<file path="config.mk">
export PLATFORM = sky130hd
export DESIGN_NAME = mips_multicycle_ctrl
export DESIGN_NICKNAME = d
export VERILOG_FILES = /design/src/rtl/mips_multicycle_ctrl.sv
export SDC_FILE = /design/constraint.sdc
export NUM_CORES = 1
export LEC_CHECK = 0
export CAP_MARGIN = 40
export CELL_PAD_IN_SITES_DETAIL_PLACEMENT = 2
export CELL_PAD_IN_SITES_GLOBAL_PLACEMENT = 2
export CORE_UTILIZATION = 24
export DETAILED_ROUTE_END_ITERATION = 8
export PLACE_DENSITY_LB_ADDON = 0.2
export SYNTH_ARGS = -nofsm -noshare
export SYNTH_HDL_FRONTEND = slang
export SYNTH_SLANG_ARGS = --single-unit
</file>
<file path="constraint.sdc">
create_clock -name clk -period 2.69 [get_ports clk]
set_clock_uncertainty 0.15 [all_clocks]
set_input_delay 0.269 -clock clk [delete_from_list [all_inputs] [get_ports clk]]
set_output_delay 0.269 -clock clk [all_outputs]
set_load 0.005 [all_outputs]
</file>
<file path="src/rtl/mips_multicycle_ctrl.sv">
// Multicycle MIPS control: Moore sequencer with registered control word and ALU decoder.
// Reset masks every write enable and presents FETCH controls while it is high.
module mips_multicycle_ctrl (
  input  logic       clk,
  input  logic       reset,
  input  logic [5:0] Op,
  input  logic [5:0] Funct,
  input  logic       Zero,
  output logic [2:0] ALUControl,
  output logic       ALUSrcA,
  output logic [1:0] ALUSrcB,
  output logic [1:0] PCSrc,
  output logic       IorD,
  output logic       MemWrite,
  output logic       IRWrite,
  output logic       RegWrite,
  output logic       RegDst,
  output logic       MemtoReg,
  output logic       PCEn,
  output logic [3:0] State
);

  typedef enum logic [3:0] {
    FETCH   = 4'd0,
    DECODE  = 4'd1,
    MEMADR  = 4'd2,
    MEMRD   = 4'd3,
    MEMWB   = 4'd4,
    MEMWR   = 4'd5,
    EXECUTE = 4'd6,
    ALUWB   = 4'd7,
    BRANCH  = 4'd8,
    ADDIEX  = 4'd9,
    ADDIWB  = 4'd10,
    JUMP    = 4'd11
  } state_t;

  localparam logic [5:0] OP_RTYPE = 6'b000000;
  localparam logic [5:0] OP_LW    = 6'b100011;
  localparam logic [5:0] OP_SW    = 6'b101011;
  localparam logic [5:0] OP_BEQ   = 6'b000100;
  localparam logic [5:0] OP_ADDI  = 6'b001000;
  localparam logic [5:0] OP_J     = 6'b000010;

  typedef struct packed {
    logic       alusrca;
    logic [1:0] alusrcb;
    logic [1:0] pcsrc;
    logic       iord;
    logic       memwrite;
    logic       irwrite;
    logic       regwrite;
    logic       regdst;
    logic       memtoreg;
    logic       pcwrite;
    logic       branch;
    logic [1:0] aluop;
  } ctrl_t;

  function automatic state_t next_of(input state_t s, input logic [5:0] op);
    state_t n;
    n = FETCH;
    case (s)
      FETCH:   n = DECODE;
      DECODE: begin
        case (op)
          OP_LW, OP_SW: n = MEMADR;
          OP_RTYPE:     n = EXECUTE;
          OP_BEQ:       n = BRANCH;
          OP_ADDI:      n = ADDIEX;
          OP_J:         n = JUMP;
          default:      n = FETCH;
        endcase
      end
      MEMADR:  n = (op == OP_SW) ? MEMWR : MEMRD;
      MEMRD:   n = MEMWB;
      EXECUTE: n = ALUWB;
      ADDIEX:  n = ADDIWB;
      default: n = FETCH;
    endcase
    return n;
  endfunction

  function automatic ctrl_t decode(input state_t s);
    ctrl_t c;
    c = '0;
    case (s)
      FETCH: begin
        c.alusrcb = 2'b01;
        c.irwrite = 1'b1;
        c.pcwrite = 1'b1;
      end
      DECODE:  c.alusrcb = 2'b11;
      MEMADR, ADDIEX: begin
        c.alusrca = 1'b1;
        c.alusrcb = 2'b10;
      end
      MEMRD:   c.iord = 1'b1;
      MEMWB: begin
        c.memtoreg = 1'b1;
        c.regwrite = 1'b1;
      end
      MEMWR: begin
        c.iord     = 1'b1;
        c.memwrite = 1'b1;
      end
      EXECUTE: begin
        c.alusrca = 1'b1;
        c.aluop   = 2'b10;
      end
      ALUWB: begin
        c.regdst   = 1'b1;
        c.regwrite = 1'b1;
      end
      ADDIWB:  c.regwrite = 1'b1;
      BRANCH: begin
        c.alusrca = 1'b1;
        c.aluop   = 2'b01;
        c.pcsrc   = 2'b01;
        c.branch  = 1'b1;
      end
      JUMP: begin
        c.pcsrc   = 2'b10;
        c.pcwrite = 1'b1;
      end
      default: c = '0;
    endcase
    return c;
  endfunction

  state_t state;
  state_t state_nxt;
  ctrl_t  ctrl_q;
  ctrl_t  ctrl_o;

  always_comb begin
    state_nxt = reset ? FETCH : next_of(state, Op);
  end

  // Control word is decoded from the next state so it lines up with the state register.
  always_ff @(posedge clk) begin
    state  <= state_nxt;
    ctrl_q <= decode(state_nxt);
  end

  always_comb begin
    ctrl_o = ctrl_q;
    if (reset) begin
      ctrl_o         = decode(FETCH);
      ctrl_o.irwrite = 1'b0;
      ctrl_o.pcwrite = 1'b0;
    end
  end

  always_comb begin
    ALUControl = 3'b010;
    case (ctrl_o.aluop)
      2'b01: ALUControl = 3'b110;
      2'b10: begin
        case (Funct)
          6'b100010: ALUControl = 3'b110;
          6'b100100: ALUControl = 3'b000;
          6'b100101: ALUControl = 3'b001;
          6'b101010: ALUControl = 3'b111;
          default:   ALUControl = 3'b010;
        endcase
      end
      default: ALUControl = 3'b010;
    endcase
  end

  assign ALUSrcA  = ctrl_o.alusrca;
  assign ALUSrcB  = ctrl_o.alusrcb;
  assign PCSrc    = ctrl_o.pcsrc;
  assign IorD     = ctrl_o.iord;
  assign MemWrite = ctrl_o.memwrite;
  assign IRWrite  = ctrl_o.irwrite;
  assign RegWrite = ctrl_o.regwrite;
  assign RegDst   = ctrl_o.regdst;
  assign MemtoReg = ctrl_o.memtoreg;
  assign PCEn     = ctrl_o.pcwrite | (ctrl_o.branch & Zero);
  assign State    = reset ? 4'd0 : state;

endmodule

</file>
==> results.tsv <==
metric	value	unit
Worst Path Arrival	2030	ps
critical setup path kind	input pin to primary output	
clk buf depth	2	
Combinational Power Share	0.183	
Leakage Power	0.549	nW
# clock sinks	17	
largest net degree at the start of global routing	15	
drt first pass iters	2	
Worst IR Drop VDD	0.298	mV
critical path, cell by cell	clkdlybuf4s50_1 > nand2b_1 > nor4b_1 > inv_1 > a21oi_1 > nand2_1 > clkdlybuf4s50_1	
fin. max-slew vios	0	
ys flop type	dfxtp_1	
worst r2r src	state[0]	
slowest cell delay on critical path	440	ps
most frequent cells in the layout	clkdlybuf4s50_1 (32), dfxtp_1 (17), nor2_1 (12)	
initial antenna violation count	0	
Fin. Hold Viols	0	
Avg Inst Size Synth	8.32	um^2
RSZ-0062 raised after global routing	no	
cell taking the most area after synthesis	dfxtp_1	
share of the synthesized area in the top cell type	0.356	
library cells used by synthesis	40	
die area	0.00424	mm^2
required time of the critical path	2270	ps
launch point of the critical path	Funct[4]	
layout cell share with drive strength beyond 1	0.117	
row cnt	22	
Int Pwr	0.419	mW
CTS tree	yes	
Ports	34	
share of the yosys chip area belonging to registers	0.356	
P&R area growth vs syn	51.1	%
Hold Crit Class	input pin to flip-flop	
CTS root buffer	clkbuf_8	
drt drc	0	
Overflow after GRT	0	
Slew @ Worst Pin	677	ps
synth warn	0	
DR vias	989	
Setup Viol. Count Final	0	
non-filler cells, final	202	
Max H-tree Level	1	
top cells by area in the synthesized netlist	dfxtp_1 (36%), nor2b_1 (7.2%), nor2_1 (4.7%)	
# Max-Cap Violations	0	
Async SR Flop Fraction	0	
starting density of the core	0.256	
Hold WS	615	ps
switch share	0.246	
vias per cell	4.90	
Syn Inst Count	115	
Bufs and invs on worst path	3	
Num CTS Buffers	3	
first-pass GRT wire length	4.79	mm
Setup crit start kind	input pin	
HP Start	reset	
final net count	172	
fin crit period	2450	ps
period utilization	0.910	
most used cell, CP	clkdlybuf4s50_1	
status	finished clean	
cell count after placement	198	
Die Ht	65.2	um
syn_nets	132	
NetSw	0.137	mW
WL final	2.94	mm
dpl hpwl	2.33	mm
Port-buffer cells	33	
design area	0.00145	mm^2
Worst Setup End Kind	primary output	
register bit total from synthesis	17	
Worst-Skew Late Latency	250	ps
Clk network pwr share	0.339	
clk slew on worst S/H paths	60	ps
mapped cell area	957	um^2
critical path's top delay family	buffers and inverters	
number of global-route vias before repair	1068	
crit path max fanout	2	
GP Congestion	0.832	
Flop pwr share	0.478	
chip width	65.2	um
commonest non-fill, non-tap cell in the layout	clkdlybuf4s50_1	
f_max	409	MHz
antenna viol nets, final	0	
wire per inst	14.6	um
GRT Overall Usage	0.147	
diodes inserted	0	
Crit-path slowest cell	clkdlybuf4s50_1	
DR iter-0 viols	15	
core footprint	0.00374	mm^2
area of placed instances	0.00138	mm^2
EDFF count, synth	0	
Worst slew margin	0.548	
P per Cell Area	385	mW/mm^2
==> Yosys cell counts (3+ instances only) <==
| library cell | number |
|---|---|
| a21oi_1 | 7 |
| clkbuf_1 | 5 |
| dfxtp_1 | 17 |
| inv_1 | 6 |
| nand2_1 | 5 |
| nand2b_1 | 4 |
| nand3_1 | 7 |
| nor2_1 | 12 |
| nor2b_1 | 11 |
| nor3_1 | 3 |
| nor4b_1 | 3 |
==> worst register-to-register path: stages, from the launching register on <==
cell and delay, ps:
dfxtp_1 520, inv_1 120, o41a_1 480, a2111oi_4 330
buf_4 190, nand2_1 50, a21boi_0 220
==> cell type report <==
class,count,area [um^2]
Inverter,6,22.5
Clock buffer,4,45.0
Timing Repair Buffer,41,393
Tap cell,48,60.1
Multi-Input combinational cell,86,586
Sequential cell,17,340
Fill cell,431,2300
==> timing repair <==
item,in CTS,in global routing
resized for setup,1,2
hold buffers,0,0
buffers inserted,0,0
endpoints found under the setup margin,1,2
pin swaps,0,1
==> metrics by stage <==
stage | util | setup slack, ps | total power, mW | TNS (ps)
3_5_place_dp | 0.370 | -21.9 | 0.373 | -30.8
2_1_floorplan | - | 521 | 0.317 | 0
6_report | 0.386 | 243 | 0.556 | 0
5_1_grt | 0.386 | 76.0 | 0.583 | 0
4_1_cts | 0.383 | 73.4 | 0.566 | 0
3_3_place_gp | 0.370 | 39.9 | 0.370 | 0
==> path summary, 6_finish.rpt <==
check,end,slack (ps),cells after the start
setup reg to reg,ctrl_q[9],540,6
hold reg to reg,ctrl_q[4],660,3
hold / removal,ctrl_q[7],620,4
setup / recovery,ALUControl[1],240,7
==> state kept, by name (all words and copies together) (netlist names) <==
register  cells
state         4
ctrl_q       13
==> power by group through the flow <==
stage	clock network (mW)	logic [mW]	registers (mW)
6_report	0.189	0.102	0.266
3_5_place_dp	0	0.101	0.272
5_1_grt	0.205	0.111	0.267
2_1_floorplan	0	0.0502	0.267
4_1_cts	0.197	0.103	0.266
3_3_place_gp	0	0.0980	0.272
==> cell families (layout without fill, tap and decap cells) <==
| group | Yosys count | after routing | synth area share |
|---|---|---|---|
| xor+xnor | 3 | 3 | 0.0275 |
| simple gates | 55 | 55 | 0.318 |
| buf+inv | 12 | 51 | 0.0484 |
| flops | 17 | 17 | 0.356 |
| compound gates | 25 | 25 | 0.214 |
| fa+ha+maj | 2 | 2 | 0.0261 |
| mux | 1 | 1 | 0.0105 |
==> routing by layer <==
metal | GRT usage | up-vias | routed length (um)
li1 | - | 480 | -
met5 | 0 | - | 0
met4 | 0.0272 | 0 | 0
met3 | 0.0417 | 0 | 115
met2 | 0.259 | 21 | 1460
met1 | 0.177 | 488 | 1370
No activity file was read; power rests on OpenSTA's default activity.
